## config.mk

```make
export PLATFORM = sky130hd
export DESIGN_NAME = l1_dcache_dm_flat
export DESIGN_NICKNAME = d
export VERILOG_FILES = /design/src/rtl/l1_dcache_dm_if.sv /design/src/rtl/l1_dcache_dm.sv /design/src/flat_wrapper.sv
export SDC_FILE = /design/constraint.sdc
export NUM_CORES = 2
export LEC_CHECK = 0
export CAP_MARGIN = 20
export CORE_MARGIN = 5
export CORE_UTILIZATION = 40
export DETAILED_ROUTE_END_ITERATION = 10
export PLACE_DENSITY = 0.66
export SYNTH_ARGS = -nofsm -noshare
export SYNTH_HDL_FRONTEND = slang
export SYNTH_SLANG_ARGS = --single-unit
```

## constraint.sdc

```tcl
create_clock -name clk -period 5.4 [get_ports clk]
set_input_delay 1.08 -clock clk [delete_from_list [all_inputs] [get_ports clk]]
set_output_delay 1.08 -clock clk [all_outputs]
set_load 0.005 [all_outputs]
```

## src/rtl/l1_dcache_dm_if.sv

```systemverilog
// CPU D-side request bus plus the line-wide physical-memory port of the L1 data cache.
// master = CPU core and memory side, slave = the cache.
interface l1_dcache_dm_if;
  logic         mem_read;
  logic         mem_write;
  logic [3:0]   mem_byte_enable;
  logic [31:0]  mem_address;
  logic [31:0]  mem_wdata;
  logic         mem_resp;
  logic [31:0]  mem_rdata;
  logic         pmem_read;
  logic         pmem_write;
  logic [31:0]  pmem_address;
  logic [255:0] pmem_wdata;
  logic         pmem_resp;
  logic [255:0] pmem_rdata;

  modport master (
    output mem_read, mem_write, mem_byte_enable, mem_address, mem_wdata,
    output pmem_resp, pmem_rdata,
    input  mem_resp, mem_rdata,
    input  pmem_read, pmem_write, pmem_address, pmem_wdata
  );

  modport slave (
    input  mem_read, mem_write, mem_byte_enable, mem_address, mem_wdata,
    input  pmem_resp, pmem_rdata,
    output mem_resp, mem_rdata,
    output pmem_read, pmem_write, pmem_address, pmem_wdata
  );
endinterface

```

## src/rtl/l1_dcache_dm.sv

```systemverilog
// Direct-mapped write-back/write-allocate L1 D-cache: zero-cycle hits, misses fill 256-bit lines.
// CPU waits by holding its request until mem_resp; pmem requests are held until pmem_resp.
module l1_dcache_dm #(
  parameter int S_INDEX  = 3,
  parameter int S_OFFSET = 5,
  parameter int S_TAG    = 32 - S_INDEX - S_OFFSET
) (
  input  logic           clk,
  input  logic           rst,
  l1_dcache_dm_if.slave  io_bus
);
  localparam int N_SETS = 1 << S_INDEX;

  typedef enum logic [1:0] {
    CHECK     = 2'd0,
    WRITEBACK = 2'd1,
    ALLOCATE  = 2'd2
  } state_t;

  state_t r_state;
  state_t w_next_state;

  logic [N_SETS-1:0] r_valid;
  logic [N_SETS-1:0] r_dirty;
  logic [S_TAG-1:0]  r_tag  [N_SETS];
  logic [255:0]      r_data [N_SETS];

  logic [S_INDEX-1:0] w_index;
  logic [2:0]         w_word;
  logic [S_TAG-1:0]   w_tag;
  logic               w_req;
  logic               w_hit;
  logic               w_wr_hit;
  logic [255:0]       w_line;
  logic [31:0]        w_cur_word;
  logic [31:0]        w_merged;
  logic               w_resp;
  logic               w_pmem_read;
  logic               w_pmem_write;
  logic [31:0]        w_pmem_address;
  logic [255:0]       w_pmem_wdata;
  logic               w_unused;

  assign w_index    = io_bus.mem_address[S_OFFSET+S_INDEX-1:S_OFFSET];
  assign w_word     = io_bus.mem_address[4:2];
  assign w_tag      = io_bus.mem_address[31:S_OFFSET+S_INDEX];
  assign w_unused   = ^io_bus.mem_address[1:0];
  assign w_req      = io_bus.mem_read | io_bus.mem_write;
  assign w_hit      = r_valid[w_index] && (r_tag[w_index] == w_tag);
  assign w_wr_hit   = (r_state == CHECK) && io_bus.mem_write && w_hit;
  assign w_line     = r_data[w_index];
  assign w_cur_word = w_line[{w_word, 5'b0} +: 32];

  always_comb begin
    w_merged = w_cur_word;
    for (int b = 0; b < 4; b++) begin
      if (io_bus.mem_byte_enable[b]) begin
        w_merged[b*8 +: 8] = io_bus.mem_wdata[b*8 +: 8];
      end
    end
  end

  always_ff @(posedge clk or posedge rst) begin
    if (rst) begin
      r_state <= CHECK;
    end else begin
      r_state <= w_next_state;
    end
  end

  // Status bits reset asynchronously; tag/data arrays below are never reset.
  always_ff @(posedge clk or posedge rst) begin
    if (rst) begin
      r_valid <= '0;
      r_dirty <= '0;
    end else begin
      case (r_state)
        CHECK: begin
          if (w_wr_hit) r_dirty[w_index] <= 1'b1;
        end
        WRITEBACK: begin
          if (io_bus.pmem_resp) r_dirty[w_index] <= 1'b0;
        end
        ALLOCATE: begin
          if (io_bus.pmem_resp) begin
            r_valid[w_index] <= 1'b1;
            r_dirty[w_index] <= 1'b0;
          end
        end
        default: ;
      endcase
    end
  end

  always_ff @(posedge clk) begin
    if (w_wr_hit) begin
      r_data[w_index][{w_word, 5'b0} +: 32] <= w_merged;
    end else if ((r_state == ALLOCATE) && io_bus.pmem_resp) begin
      r_data[w_index] <= io_bus.pmem_rdata;
      r_tag[w_index]  <= w_tag;
    end
  end

  always_comb begin
    w_next_state   = r_state;
    w_resp         = 1'b0;
    w_pmem_read    = 1'b0;
    w_pmem_write   = 1'b0;
    w_pmem_address = '0;
    w_pmem_wdata   = '0;
    case (r_state)
      CHECK: begin
        if (w_req) begin
          if (w_hit) begin
            w_resp = 1'b1;
          end else if (r_valid[w_index] && r_dirty[w_index]) begin
            w_next_state = WRITEBACK;
          end else begin
            w_next_state = ALLOCATE;
          end
        end
      end
      WRITEBACK: begin
        w_pmem_write   = 1'b1;
        w_pmem_address = {r_tag[w_index], w_index, {S_OFFSET{1'b0}}};
        w_pmem_wdata   = w_line;
        if (io_bus.pmem_resp) w_next_state = ALLOCATE;
      end
      ALLOCATE: begin
        w_pmem_read    = 1'b1;
        w_pmem_address = {io_bus.mem_address[31:S_OFFSET], {S_OFFSET{1'b0}}};
        if (io_bus.pmem_resp) w_next_state = CHECK;
      end
      default: w_next_state = CHECK;
    endcase
  end

  // Gating with rst makes the request/response strobes fall without waiting for a clock.
  assign io_bus.mem_resp     = w_resp & ~rst;
  assign io_bus.mem_rdata    = io_bus.mem_resp ? w_cur_word : 32'h0;
  assign io_bus.pmem_read    = w_pmem_read & ~rst;
  assign io_bus.pmem_write   = w_pmem_write & ~rst;
  assign io_bus.pmem_address = w_pmem_address;
  assign io_bus.pmem_wdata   = w_pmem_wdata;
endmodule

```

## src/flat_wrapper.sv

```systemverilog
// flat-port wrapper written by rule: the top's interface ports become plain ports
module l1_dcache_dm_flat 
#(
  parameter int S_INDEX  = 3,
  parameter int S_OFFSET = 5,
  parameter int S_TAG    = 32 - S_INDEX - S_OFFSET
)
  (clk, rst, io_bus_mem_read, io_bus_mem_write, io_bus_mem_byte_enable, io_bus_mem_address, io_bus_mem_wdata, io_bus_pmem_resp, io_bus_pmem_rdata, io_bus_mem_resp, io_bus_mem_rdata, io_bus_pmem_read, io_bus_pmem_write, io_bus_pmem_address, io_bus_pmem_wdata);
  l1_dcache_dm_if io_bus_i ();
  input  logic clk;
  input  logic rst;
  input wire logic [$bits(io_bus_i.mem_read)-1:0] io_bus_mem_read;
  input wire logic [$bits(io_bus_i.mem_write)-1:0] io_bus_mem_write;
  input wire logic [$bits(io_bus_i.mem_byte_enable)-1:0] io_bus_mem_byte_enable;
  input wire logic [$bits(io_bus_i.mem_address)-1:0] io_bus_mem_address;
  input wire logic [$bits(io_bus_i.mem_wdata)-1:0] io_bus_mem_wdata;
  input wire logic [$bits(io_bus_i.pmem_resp)-1:0] io_bus_pmem_resp;
  input wire logic [$bits(io_bus_i.pmem_rdata)-1:0] io_bus_pmem_rdata;
  output wire logic [$bits(io_bus_i.mem_resp)-1:0] io_bus_mem_resp;
  output wire logic [$bits(io_bus_i.mem_rdata)-1:0] io_bus_mem_rdata;
  output wire logic [$bits(io_bus_i.pmem_read)-1:0] io_bus_pmem_read;
  output wire logic [$bits(io_bus_i.pmem_write)-1:0] io_bus_pmem_write;
  output wire logic [$bits(io_bus_i.pmem_address)-1:0] io_bus_pmem_address;
  output wire logic [$bits(io_bus_i.pmem_wdata)-1:0] io_bus_pmem_wdata;
  assign io_bus_i.mem_read = io_bus_mem_read;
  assign io_bus_i.mem_write = io_bus_mem_write;
  assign io_bus_i.mem_byte_enable = io_bus_mem_byte_enable;
  assign io_bus_i.mem_address = io_bus_mem_address;
  assign io_bus_i.mem_wdata = io_bus_mem_wdata;
  assign io_bus_i.pmem_resp = io_bus_pmem_resp;
  assign io_bus_i.pmem_rdata = io_bus_pmem_rdata;
  assign io_bus_mem_resp = io_bus_i.mem_resp;
  assign io_bus_mem_rdata = io_bus_i.mem_rdata;
  assign io_bus_pmem_read = io_bus_i.pmem_read;
  assign io_bus_pmem_write = io_bus_i.pmem_write;
  assign io_bus_pmem_address = io_bus_i.pmem_address;
  assign io_bus_pmem_wdata = io_bus_i.pmem_wdata;
  l1_dcache_dm #(.S_INDEX(S_INDEX), .S_OFFSET(S_OFFSET), .S_TAG(S_TAG)) u_core (.clk(clk), .rst(rst), .io_bus(io_bus_i));
endmodule
```

## After elaboration in Yosys (flattened, before gate mapping)

Memories as Yosys holds them, arrays and structs flattened.
Cells that the tools add are included.

- Register bits after elaboration: 18
- RAM bits: 2,240
- Input bits: 329
- Word-level logic and storage cells: 585
- Memories: 2

- $add $sub $neg: 1
- $lt $le $gt $ge: 2
- Equality and inequality tests: 9
- Shifts and indexed selects: 3
- Multiplexer cells: 288
- Bitwise logic cells: 265
- Reduce and logical (&&, ||, !) cells: 12

Memories:

| memory | words | width | rd ports | clocked after Yosys merged registers in | write ports | line | RTL |
|---|---|---|---|---|---|---|---|
| u_core.r_data | 8 | 256 | 1 | 0 | 1 | l1_dcache_dm.sv:26 | `logic [255:0] r_data [N_SETS];` |
| u_core.r_tag | 8 | 24 | 1 | 0 | 1 | l1_dcache_dm.sv:25 | `logic [S_TAG-1:0] r_tag [N_SETS];` |

Operators with widths:

| cell | number |
|---|---|
| two-way mux 256 bit | 2 |
| two-way mux 1 bit | 268 |
| bitwise OR 1 bit | 257 |
| variable shift 32 x 10 -> 256 bit (first input constant) | 1 |
| variable part select 256 x 9 -> 32 bit | 1 |
| variable part select 32 x 10 -> 256 bit | 1 |
| one-hot mux 32 bit (2 select lines) | 1 |
| two-way mux 8 bit | 6 |
| two-way mux 32 bit | 1 |
| == test 24 bit | 1 |
| bitwise OR 8 bit | 2 |
| one-hot mux 8 bit (2 select lines) | 1 |
| two-way mux 2 bit | 5 |
| negator 8 -> 10 bit | 1 |
| AND 8 bit | 1 |
| NOT 8 bit | 1 |
| binary-select mux 1 bit (select 3 bit) | 2 |
| logical AND 1 bit | 6 |
| != test 2 x 1 -> 1 bit (second input constant) | 3 |
| != test 2 bit (second input constant) | 3 |
| one-hot mux 2 bit (3 select lines) | 1 |
| less-than comparator 3 x 4 -> 1 bit (second input constant) | 1 |
| AND reduction 4 bit | 1 |
| AND 1 bit | 3 |
| other kinds (10) | 10 |

## Logic depth before layout (Yosys ltp)

- Word-level depth: 8
- Mapped depth: 17
- Mapped depth without buffers: 8

## Worst setup path after synthesis

Ideal clock, no wire load.

- Kind: input to register
- From: in io_bus_mem_address[3]
- To: mem u_core.r_data[0][128], enable pin
- Setup time: 0.421 ns
- Arrival: 5.145 ns
- Required time: 4.979 ns
- Slack: -0.166 ns
- Stages on the path: 11
- Cell sequence: clkbuf_1 > clkinv_1 > clkbuf_1 > clkbuf_1 > ha_1 > ha_1 > clkbuf_1 > nand2b_1 > nor4_1 > mux2i_1 > nor2_1

- Word-level cells in the longest chain between the ends: 4

RTL lines:

| what | line | RTL |
|---|---|---|
| start, declared | flat_wrapper.sv:15 | `input wire logic [$bits(io_bus_i.mem_address)-1:0] io_bus_mem_address;` |
| negator 8 -> 10 bit | l1_dcache_dm.sv:97 | `r_data[w_index][{w_word, 5'b0} +: 32] <= w_merged;` |
| variable shift 32 x 10 -> 256 bit | l1_dcache_dm.sv:97 |  |
| two-way mux 256 bit (implied by the code) | l1_dcache_dm.sv:97 |  |
| bitwise OR 1 bit (no line) | n/a |  |
| end, declared | l1_dcache_dm.sv:26 |  |

No other way between the ends.

## Worst setup path after layout

- From: in io_bus_mem_address[5]
- To: out io_bus_mem_rdata[22]

- Word-level cells in the longest chain between the ends: 8

RTL lines:

| what | line | RTL |
|---|---|---|
| parallel branches: the longest is 7 deep, another holds memory read (8 x 256 bit) | n/a |  |
| two-way mux 32 bit * | l1_dcache_dm.sv:140 | `assign io_bus.mem_rdata = io_bus.mem_resp ? w_cur_word : 32'h0;` |
| end, declared | flat_wrapper.sv:20 | `output wire logic [$bits(io_bus_i.mem_rdata)-1:0] io_bus_mem_rdata;` |

Mark *: on every way between the ends. The select of a mux whose other input is x is not followed.

==> results.md <==
- Final hold vios: 0
- Die Area: about 0.25 sq mm
- Total track usage: between 30% and 40%
- Max IR drop VDD: approximately 0.28 mV
- Mapped Avg Cell Area: between 15 and 20 sq um
- Crit path arrival time: ~4400 ps
- Clk_lat worst skew: roughly 910 ps
- Die height: between 400 and 500 microns
- PortBufs: around 640
- Placeable Area: ~0.24 sq mm
- Post-synthesis sequential area ratio: approximately 70%
- First-pass GRT wire length: between 500000 and 600000 microns
- Clock transition at path regs: ~60 ps
- DP Worst Slack: -724 ps
- Yosys cell types: 95
- Initial antenna violation count: between 40 and 50
- Worst hold path class: flip-flop to flip-flop
- Ranking of synthesized cells by area: edfxtp_1, mux2i_1, mux4_2
- CTS max path bufs: 3
- H-tree depth: 4
- Gate power share: between 20% and 30%
- Clk pwr share: around 33%
- Net Sw Frac: 28.6%
- Ports: roughly 650
- Std-Cell Rows: 178
- Net count, final: ~8000
- Flop pwr share: between 40 and 50%
- Initial core utilization: 40.2%
- Slew @ Worst Pin: ~1300 ps
- Fin crit period: 5430 ps
- Psw: ~13 mW
- RSZ-0062 raised after global routing: true
- Failing checks: setup timing
- Clock skew: about 80 ps
- Max Cap Violations: 0
- F_max: between 150 and 200 MHz
- GRT overflow: 0
- Setup slack after layout: -29.4 ps
- Avg WL per Cell: 39.3 microns
- DPL Wire Length: between 300000 and 400000 microns
- Pins Over Slew Limit: 0
- Post-synth EDFFs: between 2000 and 2500
- Largest net degree at the start of global routing: 98
- Setup Viol. Count Final: 3
- Layout Utilization: around 52%
- Vias in the first global route: between 60000 and 70000
- Initial drt markers: approximately 13000
- Die width: between 400 and 500 microns
- Layout cell share with drive strength beyond 1: between 20% and 30%
- Status: finished, violations left
- Mapped Area: 0.0947 sq mm
- Crit Path Max Fanout: 37
- # DRC: 0
- Area leader, netlist: edfxtp_1
- LEAKAGE: 42.9 nW
- Drt total wl: between 400000 and 500000 microns
- DRT Pass-1 Iters: 9
- Post-route ant nets: 0
- CTS tree: yes
- Post-synth ARST share: less than 1%
- CTS Buf Count: 217
- Clk sinks: between 2000 and 2500
- Crit share post-route: 101%
- Worst relative slew slack: between 10% and 20%
- Yosys top cell area share: 71.0%
- PwrDens: roughly 370 mW/mm^2
- Hold Worst Slack: approximately 450 ps
- CP required: 4320 ps
- Routed vias/inst: approximately 6.5
- Syn Inst Count: ~6000
- Clock root buffer: clkbuf_16
- DR vias: 71700
- #FFs+latches synth: approximately 2300
- Worst Setup End Kind: output pin
- GPL Wtd Cong: slightly above 1
- Primary FF master, synth: edfxtp_1
- Synth warnings: 0
- Int Power: between 30 and 40 mW
- Startpoint type of the worst setup path: primary input
- Area Overhead vs Synth: 30.3%
- Critical path class: primary input to output pin
- Filler Cell Count: between 15000 and 20000
==> cell usage after synthesis, drive strengths merged, types with 29 or more instances <==
cell     instances
nand3          267
o31ai          175
o21ai          160
mux2i          299
and2           110
a22o            52
o22ai           88
buf            275
a221o           84
o2bb2ai         58
a22oi          158
edfxtp        2240
a21oi          136
mux4           119
a31oi           34
nor2           349
o22a            29
mux2           234
and3            45
nand2          267
clkbuf         216
a221oi         173
==> worst paths after layout <==
check / cells past startpoint / endpoint / startpoint / slack, ps
worst max-delay path: 12 / io_bus_mem_rdata[22] / io_bus_mem_address[5] / -30
worst min-delay path: 1 / u_core.r_valid[2] / u_core.r_valid[2] / 450
worst max register to register: 12 / u_core.r_data[3][131] / u_core.r_valid[3] / 1070
worst min register to register: 1 / u_core.r_valid[2] / u_core.r_valid[2] / 450
max in group asynchronous: 3 / u_core.r_valid[1] / rst / 3960
min in group asynchronous: 3 / async pin / rst / 980
==> logic make-up (layout without fill, tap and decap cells) <==
| family | Yosys count | in the layout | synth area share, % |
|---|---|---|---|
| mux | 652 | 652 | 8.78 |
| fa+ha+maj | 6 | 6 | 0.0793 |
| buf+inv | 514 | 2428 | 2.75 |
| other cells | 1 | 28 | 0.00396 |
| simple gates | 1177 | 1177 | 5.88 |
| compound gates | 1364 | 1364 | 10.9 |
| xor+xnor | 13 | 13 | 0.120 |
| flops | 2258 | 2258 | 71.5 |
==> cell usage in the layout (no fill, tap or decap), types with 85 or more instances in the layout <==
cell type / instances
a221oi_1: 162
mux4_2: 119
clkdlybuf4s50_1: 605
edfxtp_1: 2240
mux2i_1: 283
nand3_1: 266
mux2_2: 233
buf_4: 1122
nor2_1: 267
and2_1: 98
buf_12: 187
clkbuf_16: 221
o31ai_1: 168
a22oi_1: 156
nand2_1: 264
a21oi_1: 129
o21ai_0: 141
o22ai_1: 85
==> sequential cells by signal, indices dropped and copies added, names as in the netlist, named ones only <==
name / flops
u_core.r_tag: 192
u_core.r_state: 2
u_core.r_valid: 8
u_core.r_data: 2048
==> area by class of cell <==
| class | instances | area (sq um) | share of cell area, % |
|---|---|---|---|
| Timing Repair Buffer | 2003 | 19200 | 15.5 |
| Tap cell | 3150 | 3940 | 3.19 |
| Antenna cell | 23 | 57.6 | 0.0466 |
| Clock inverter | 122 | 1170 | 0.949 |
| Clock buffer | 280 | 5730 | 4.64 |
| Multi-Input combinational cell | 3217 | 25500 | 20.7 |
| Sequential cell | 2258 | 67700 | 54.9 |
| Inverter | 23 | 106 | 0.0862 |
==> power groups by stage <==
stage	clock [mW]	sequential, mW	combinational [mW]
after global placement	0	21.1	8.69
after global routing	15.7	20.8	9.45
after detailed placement	0	21.2	8.83
final	15.0	20.8	9.37
after floorplan	0	21.1	3.24
after CTS	15.0	20.8	8.91
==> repair_timing <==
item                                    CTS  global route
buffers inserted                         10             4
hold buffers                              0             0
gates cloned                              3             1
endpoints found under the setup margin   45            35
gates resized for setup                 124            37
pin swaps                                17             8
==> per-stage QoR <==
stage                     power [mW]  setup TNS, ps  instances  area [sq um]
after floorplan                 24.4         -42530       5989         94700
after global placement          29.8         -65840      10600        116000
after detailed placement        30.0        -103790      10600        116000
after CTS                       44.7           -277      11000        123000
after global routing            46.0          -4.77      11100        123000
final                           45.2          -68.3      11100        123000
==> routing by layer <==
layer | track usage, % | wire length [microns] | part of all wire, % | up-vias
li1 | - | - | - | 27700
met1 | 41.3 | 140000 | 32 | 35700
met2 | 48.6 | 182000 | 42 | 6729
met3 | 13.4 | 68200 | 16 | 1506
met4 | 27.5 | 45100 | 10 | 20
met5 | 0 | 129 | 0.030 | -
==> critical path, stage by stage <==
cell and delay (ps):
buf_16 130, buf_16 240, buf_16 240, buf_12 250
buf_4 290, mux2i_1 220, o2bb2ai_1 100, a221oi_1 910
a22oi_1 220, nand2_1 220, nor3_4 60, dlygate4sd2_1 290
No activity file was read; power rests on OpenSTA's default activity.
